## src/rtl/issue_dispatch_pkg.sv

```systemverilog
// -----------------------------------------------------------------------------
// issue_dispatch_pkg
//
// Shared definitions for the in-order dispatch scheduler that sits between
// rename and the reservation-station bank.
//
// Contents:
//   rs_class_e        - functional-unit class encodings; rename uses these as
//                       the RS index it presents on rn_rs_sel
//   lg2_to_count()    - turns a log2 configuration parameter into a count
// -----------------------------------------------------------------------------
package issue_dispatch_pkg;

    // Reservation-station class encodings (index into the RS bank).
    typedef enum logic [1:0] {
        RS_CLASS_ALU = 2'd0,
        RS_CLASS_LSU = 2'd1,
        RS_CLASS_BRU = 2'd2,
        RS_CLASS_EPU = 2'd3
    } rs_class_e;

    // Number of items described by a log2 configuration parameter.
    function automatic int unsigned lg2_to_count(input int unsigned lg);
        return 32'd1 << lg;
    endfunction

endpackage

```

## src/rtl/issue_dispatch_sel.sv

```systemverilog
// -----------------------------------------------------------------------------
// issue_dispatch_sel
//
// Combinational in-order claim logic of the dispatcher. Scans the held group
// from the oldest slot (slot 0) to the youngest and decides which slots are
// pushed into their reservation station this cycle.
//
// A slot goes only when:
//   - it is still pending,
//   - its target RS is not full,
//   - every older pending slot also goes (strict in-order dispatch),
//   - no older slot going this cycle already claimed the same RS.
// The first pending slot that cannot go blocks all younger slots.
//
// Ports:
//   pend     in  IW        slots of the held group not yet dispatched
//   sel      in  IW*SEL_W  per-slot target RS index
//   rs_full  in  NRS       per-RS full flag
//   go       out IW        per-slot dispatch grant for this cycle
// -----------------------------------------------------------------------------
module issue_dispatch_sel #(
    parameter int IW    = 2,
    parameter int NRS   = 4,
    parameter int SEL_W = 2
) (
    input  logic [IW-1:0]       pend,
    input  logic [IW*SEL_W-1:0] sel,
    input  logic [NRS-1:0]      rs_full,
    output logic [IW-1:0]       go
);

    // Oldest-first scan: claim RS ports and stop at the first stuck slot.
    always_comb begin
        logic [NRS-1:0]   claimed_s;
        logic             blocked_s;
        logic [SEL_W-1:0] sel_i_s;

        go        = '0;
        claimed_s = '0;
        blocked_s = 1'b0;
        sel_i_s   = '0;
        for (int i = 0; i < IW; i++) begin
            sel_i_s = sel[i*SEL_W +: SEL_W];
            if (pend[i] && !blocked_s && !rs_full[sel_i_s] && !claimed_s[sel_i_s]) begin
                go[i]              = 1'b1;
                claimed_s[sel_i_s] = 1'b1;
            end else if (pend[i]) begin
                // Full RS or same-RS conflict: younger slots must wait.
                blocked_s = 1'b1;
            end else begin
                // Empty slot neither grants nor blocks.
                blocked_s = blocked_s;
            end
        end
    end

endmodule

```

## src/rtl/issue_dispatch.sv

```systemverilog
// -----------------------------------------------------------------------------
// issue_dispatch
//
// In-order dispatch scheduler between rename and the bank of reservation
// stations. Latches one renamed issue group of up to IW slots and steers each
// valid slot to the RS chosen by its functional-unit class. Each RS takes at
// most one push per cycle, so slot-to-RS conflicts and RS-full stalls are
// serialized over several cycles; rename is backpressured until every slot
// of the held group has been pushed.
//
// Parameters:
//   CONFIG_P_ISSUE_WIDTH  log2 of issue group width (IW)
//   CONFIG_P_NUM_RS       log2 of reservation-station count (NRS)
//   PAYLOAD_W             width of one slot's opaque RS payload
//
// Ports:
//   clk            in   1              clock
//   rst            in   1              synchronous active-high reset
//   flush          in   1              pipeline flush, drops the held group
//   rn_valid       in   1              rename presents a group
//   rn_ready       out  1              group accepted this cycle
//   rn_slot_valid  in   IW             per-slot valid, slot 0 oldest
//   rn_rs_sel      in   IW*NUM_RS      per-slot target RS index
//   rn_payload     in   IW*PAYLOAD_W   per-slot payload
//   rs_full        in   NRS            per-RS full flag
//   rs_push        out  NRS            per-RS push strobe
//   rs_payload     out  NRS*PAYLOAD_W  per-RS payload (valid with rs_push)
// -----------------------------------------------------------------------------
module issue_dispatch
    import issue_dispatch_pkg::*;
#(
    parameter  int CONFIG_P_ISSUE_WIDTH = 1,
    parameter  int CONFIG_P_NUM_RS      = 2,
    parameter  int PAYLOAD_W            = 64,
    localparam int IW                   = int'(lg2_to_count(CONFIG_P_ISSUE_WIDTH)),
    localparam int NRS                  = int'(lg2_to_count(CONFIG_P_NUM_RS)),
    localparam int SEL_W                = CONFIG_P_NUM_RS
) (
    input  logic                     clk,
    input  logic                     rst,
    input  logic                     flush,
    input  logic                     rn_valid,
    output logic                     rn_ready,
    input  logic [IW-1:0]            rn_slot_valid,
    input  logic [IW*SEL_W-1:0]      rn_rs_sel,
    input  logic [IW*PAYLOAD_W-1:0]  rn_payload,
    input  logic [NRS-1:0]           rs_full,
    output logic [NRS-1:0]           rs_push,
    output logic [NRS*PAYLOAD_W-1:0] rs_payload
);

    // Held group: pending mask plus per-slot target and payload.
    logic [IW-1:0]           pend_r;
    logic [IW*SEL_W-1:0]     buf_sel_r;
    logic [IW*PAYLOAD_W-1:0] buf_payload_r;

    logic [IW-1:0] go_s;        // slots granted by the claim logic
    logic [IW-1:0] push_go_s;   // grants after flush suppression
    logic [IW-1:0] remain_s;    // slots still pending after this cycle
    logic          fire_s;      // new group accepted this cycle

    issue_dispatch_sel #(
        .IW    (IW),
        .NRS   (NRS),
        .SEL_W (SEL_W)
    ) u_sel (
        .pend    (pend_r),
        .sel     (buf_sel_r),
        .rs_full (rs_full),
        .go      (go_s)
    );

    // Handshake: ready once the held group drains this cycle; flush wins.
    always_comb begin
        remain_s  = pend_r & ~go_s;
        push_go_s = go_s & {IW{~flush}};
        rn_ready  = ~flush & ~(|remain_s);
        fire_s    = rn_valid & rn_ready;
    end

    // Route each granted slot to its RS; the claim logic guarantees at most
    // one granted slot per RS, so an AND-OR mux is sufficient.
    always_comb begin
        logic hit_s;

        rs_push    = '0;
        rs_payload = '0;
        hit_s      = 1'b0;
        for (int k = 0; k < NRS; k++) begin
            for (int i = 0; i < IW; i++) begin
                hit_s = push_go_s[i] & (buf_sel_r[i*SEL_W +: SEL_W] == SEL_W'(k));
                rs_push[k] = rs_push[k] | hit_s;
                rs_payload[k*PAYLOAD_W +: PAYLOAD_W] = rs_payload[k*PAYLOAD_W +: PAYLOAD_W]
                    | ({PAYLOAD_W{hit_s}} & buf_payload_r[i*PAYLOAD_W +: PAYLOAD_W]);
            end
        end
    end

    // Pending mask and group buffer update. On accept the old group has
    // already drained (rn_ready implies it), so the new valid mask simply
    // replaces pend.
    always_ff @(posedge clk) begin
        if (rst) begin
            pend_r        <= '0;
            buf_sel_r     <= '0;
            buf_payload_r <= '0;
        end else if (flush) begin
            pend_r        <= '0;
        end else if (fire_s) begin
            pend_r        <= rn_slot_valid;
            buf_sel_r     <= rn_rs_sel;
            buf_payload_r <= rn_payload;
        end else begin
            pend_r        <= remain_s;
        end
    end

endmodule

```

## config.mk

```make
export PLATFORM = sky130hd
export DESIGN_NAME = issue_dispatch
export DESIGN_NICKNAME = d
export VERILOG_FILES = /design/src/rtl/issue_dispatch_pkg.sv /design/src/rtl/issue_dispatch_sel.sv /design/src/rtl/issue_dispatch.sv
export SDC_FILE = /design/constraint.sdc
export NUM_CORES = 1
export LEC_CHECK = 0
export ABC_AREA = 1
export CELL_PAD_IN_SITES_DETAIL_PLACEMENT = 2
export CELL_PAD_IN_SITES_GLOBAL_PLACEMENT = 2
export CORE_ASPECT_RATIO = 1.1
export CORE_MARGIN = 2
export CORE_UTILIZATION = 22
export CTS_CLUSTER_SIZE = 24
export DETAILED_ROUTE_END_ITERATION = 12
export MAX_ROUTING_LAYER = met4
export PLACE_DENSITY = 0.89
export SKIP_CTS_REPAIR_TIMING = 1
export SLEW_MARGIN = 10
export SYNTH_ARGS = -nofsm -noshare
export SYNTH_HDL_FRONTEND = slang
export SYNTH_SLANG_ARGS = --single-unit
```

## constraint.sdc

```tcl
create_clock -name clk -period 6 [get_ports clk]
set_input_delay 1.5 -clock clk [delete_from_list [all_inputs] [get_ports clk]]
set_output_delay 1.5 -clock clk [all_outputs]
set_load 0.05 [all_outputs]
```

==> impl_metrics.sql <==
INSERT INTO impl_metrics (metric_group, metric, value, unit) VALUES
('critical_path', 'critical_path.endpoint_type', 'output pin', ''),
('yosys', 'yosys-mux-area-fraction', '0', '%'),
('cells_and_area', 'finalNetCount', '1954', ''),
('power', 'power_per_cell_area', '157', 'nW/um^2'),
('critical_path', 'required', '4500', 'ps'),
('detailed_routing', 'postRouteAntennaNets', '0', ''),
('critical_path', 'critical_r2r_launch', 'buf_sel_r[2]', ''),
('yosys', 'synthDistinctLibCells', '20', ''),
('floorplan', 'pin_count', '403', ''),
('yosys', 'mappedNetlistArea', '8960', 'um^2'),
('floorplan', 'die_height', '216', 'um'),
('cts', 'cts_max_level', '4', ''),
('yosys', 'postSynthNetCount', '1643', ''),
('power', 'seq_power_share', '37.9', '%'),
('placed_design', 'placedInstanceArea', '15800', 'um^2'),
('cells_and_area', 'drive_gt1_share', '19.1', '%'),
('grt', 'grt_start_max_net_pins', '133', ''),
('cts', 'clkLatencyLatePin', '430', 'ps'),
('yosys', 'syn-instance-count', '1501', ''),
('yosys', 'synth-compound-area-share', '18.1', '%'),
('yosys', 'proportion_of_synthesized_chip_area_in_sequential_cells', '29.9', '%'),
('detailed_routing', 'first_iter_violations', '520', ''),
('cts', 'cts_max_path_buffers', '2', ''),
('floorplan', 'die_x', '196', 'um'),
('timing', 'max_slew_margin', '23.7', '%'),
('power', 'leakage', '7.42', 'nW'),
('detailed_routing', 'detail_route.wl_per_cell', '22.8', 'um'),
('timing', 'fin_crit', '5910', 'ps'),
('power', 'p_clk_share', '41.7', '%'),
('critical_path', 'timing.reg2reg.setup_slack', '3080', 'ps'),
('floorplan', 'placement_rows', '77', ''),
('grt', 'grt_overflow', '0', ''),
('power', 'power_switching_share', '31.1', '%'),
('power', 'design_power_total', '2.58', 'mW'),
('timing', 'timing.final.setup_violations', '0', ''),
('grt', 'global_route_wire_length_before_repair', '80200', 'um'),
('grt', 'initial_antenna_violation_count', '9', ''),
('timing', 'grt_setup_unrepaired', 'true', ''),
('critical_path', 'critPathLaunchType', 'primary input', ''),
('cells_and_area', 'areaGrowthSynthToFinish', '83.6', '%'),
('power', 'p_switching', '800', 'uW'),
('timing', 'final_max_slew_viol_count', '0', ''),
('timing', 'skew', '11.7', 'ps'),
('yosys', 'post_synth_fa_ha_maj_area_fraction', '0', '%'),
('timing', 'post_route_fraction_of_the_period_consumed_by_the_critical_path', '98.6', '%'),
('critical_path', 'worst-r2r-cell-count', '11', ''),
('yosys', 'ys.warnings.count', '0', ''),
('cts', 'numCtsBuffers', '17', ''),
('hold_path', 'worstHoldEndpoint', 'pend_r[0]', ''),
('hold_path', 'min_path_type', 'register to register', ''),
('floorplan', 'placeableCoreArea', '40200', 'um^2'),
('timing', 'timing_hold_violations_final', '0', ''),
('cells_and_area', 'final_area', '16400', 'um^2'),
('yosys', 'synth_simple_gate_area_share', '28.0', '%'),
('critical_path', 'worstPathArrival', '4410', 'ps'),
('floorplan', 'initial_core_util', '22.3', '%'),
('yosys', 'postSynthAreaPerCell', '5.97', 'um^2'),
('hold_path', 'hold_path_start', 'pend_r[0]', ''),
('detailed_routing', 'num_vias', '12000', ''),
('power', 'vdd_drop_max', '0.183', 'mV'),
('cts', 'cts_root_buf', 'clkbuf_16', ''),
('detailed_routing', 'drcViolationCount', '0', ''),
('run_status', 'outcome', 'complete, no violations', ''),
('cts', 'clock-sinks', '134', ''),
('floorplan', 'floorplan.die_area', '42300', 'um^2'),
('cts', 'cts.reportedPaths.clkPinSlew', '60', 'ps'),
('yosys', 'main_combinational_cell_family_by_area_after_synthesis', 'simple AND/OR/NAND/NOR gates', ''),
('critical_path', 'critPathMaxFanout', '33', ''),
('detailed_routing', 'routed_via_density', '5.10', ''),
('critical_path', 'timing.setup.critical_path_class', 'primary input to output pin', ''),
('placed_design', 'place.gp.congestion', '0.795', '');
-- power groups by stage --
stage                     registers, mW  logic, mW  clock network, mW
after floorplan                   0.985      0.306                  0
after global placement            0.990      0.483                  0
after detailed placement          0.995      0.525                  0
after CTS                         0.976      0.530               1.11
after global routing              0.982      0.585               1.15
final                             0.976      0.525               1.07
-- state kept, by name (all words and copies together), names as in the netlist --
name           flops
buf_payload_r    128
buf_sel_r          4
pend_r             2
-- how the worst max path moves through the flow --
stage | startpoint | endpoint | slack, ps | cells past startpoint
4_1_cts | rs_full[3] | rs_payload[216] | -60 | 11
6_report | rs_full[3] | rs_payload[216] | 90 | 11
2_1_floorplan | rs_full[3] | rs_payload[118] | 1260 | 11
5_1_grt | rs_full[3] | rs_payload[237] | -30 | 11
3_3_place_gp | rs_full[3] | rs_payload[235] | 320 | 11
3_5_place_dp | rs_full[3] | rs_payload[216] | -60 | 11
-- kinds of logic after synthesis --
logic type,Yosys count
and+or+nand+nor,570
buffers and inverters,536
AOI/OAI and AO/OA,260
DFF,134
xor gates and xnor gates,1
-- layout by cell type (no fill, tap or decap), types with 3 or more instances in the layout --
cell type / synthesis / routed
inv_1: 383 / 379
buf_4: 0 / 16
nor2_1: 136 / 136
o22ai_1: 256 / 255
clkinvlp_4: 0 / 5
dfxtp_1: 134 / 134
a21oi_1: 3 / 3
diode_2: 0 / 10
buf_12: 0 / 262
clkbuf_16: 0 / 17
clkdlybuf4s50_1: 0 / 141
nand2_1: 286 / 284
nor3_1: 4 / 4
inv_2: 24 / 27
nand3_4: 0 / 4
nand4_1: 134 / 134
nand3_1: 6 / 4
clkinv_2: 0 / 3
-- cell usage after synthesis (all sizes together) --
| cell | n | area share (%) |
|---|---|---|
| o31ai | 1 | 0.084 |
| o22ai | 256 | 18 |
| nor2 | 137 | 5.8 |
| inv | 407 | 17 |
| nand3 | 8 | 0.56 |
| dfxtp | 134 | 30 |
| xnor2 | 1 | 0.098 |
| nor3 | 4 | 0.22 |
| nand4 | 134 | 9.4 |
| nand2 | 287 | 12 |
| clkbuf | 41 | 1.7 |
| clkinv | 1 | 0.042 |
| a21oi | 3 | 0.17 |
| buf | 87 | 5.0 |
-- layout make-up --
type	instances	area [um^2]
Antenna cell	10	25.0
Clock buffer	19	453
Clock inverter	12	130
Fill cell	4506	23700
Inverter	408	1540
Multi-Input combinational cell	832	4200
Sequential cell	134	2680
Tap cell	513	642
Timing Repair Buffer	419	6780
-- critical path, cell delays in order --
cell             delay, ps
clkdlybuf4s50_1        440
nand2_1                100
nand2_1                 70
nand2_1                 80
nand2_1                 70
nand2_1                130
nand3_2                150
nor2_2                 420
nand3_4                660
o22ai_1                570
buf_12                 200
-- per-layer routing --
| metal | wire (um) | global-route usage [%] | vias to the layer above |
|---|---|---|---|
| met5 | 0 | - | - |
| met4 | 2270 | 12.0 | 0 |
| met3 | 2830 | 4.78 | 115 |
| met2 | 28200 | 45.7 | 446 |
| met1 | 20100 | 26.0 | 5967 |
| li1 | - | - | 5451 |
-- metrics by stage --
step	TNS, ps	utilization, %	setup slack (ps)	cells	hold WS [ps]
2_1_floorplan	0	-	1260	1501	511
4_1_cts	-384	40.8	-59.0	2336	588
3_5_place_dp	-321	39.4	-56.8	2305	572
6_report	0	40.9	85.0	2347	598
5_1_grt	-131	40.9	-34.6	2346	628
3_3_place_gp	0	39.4	325	2305	537
Power figures use the tool's default switching activity.
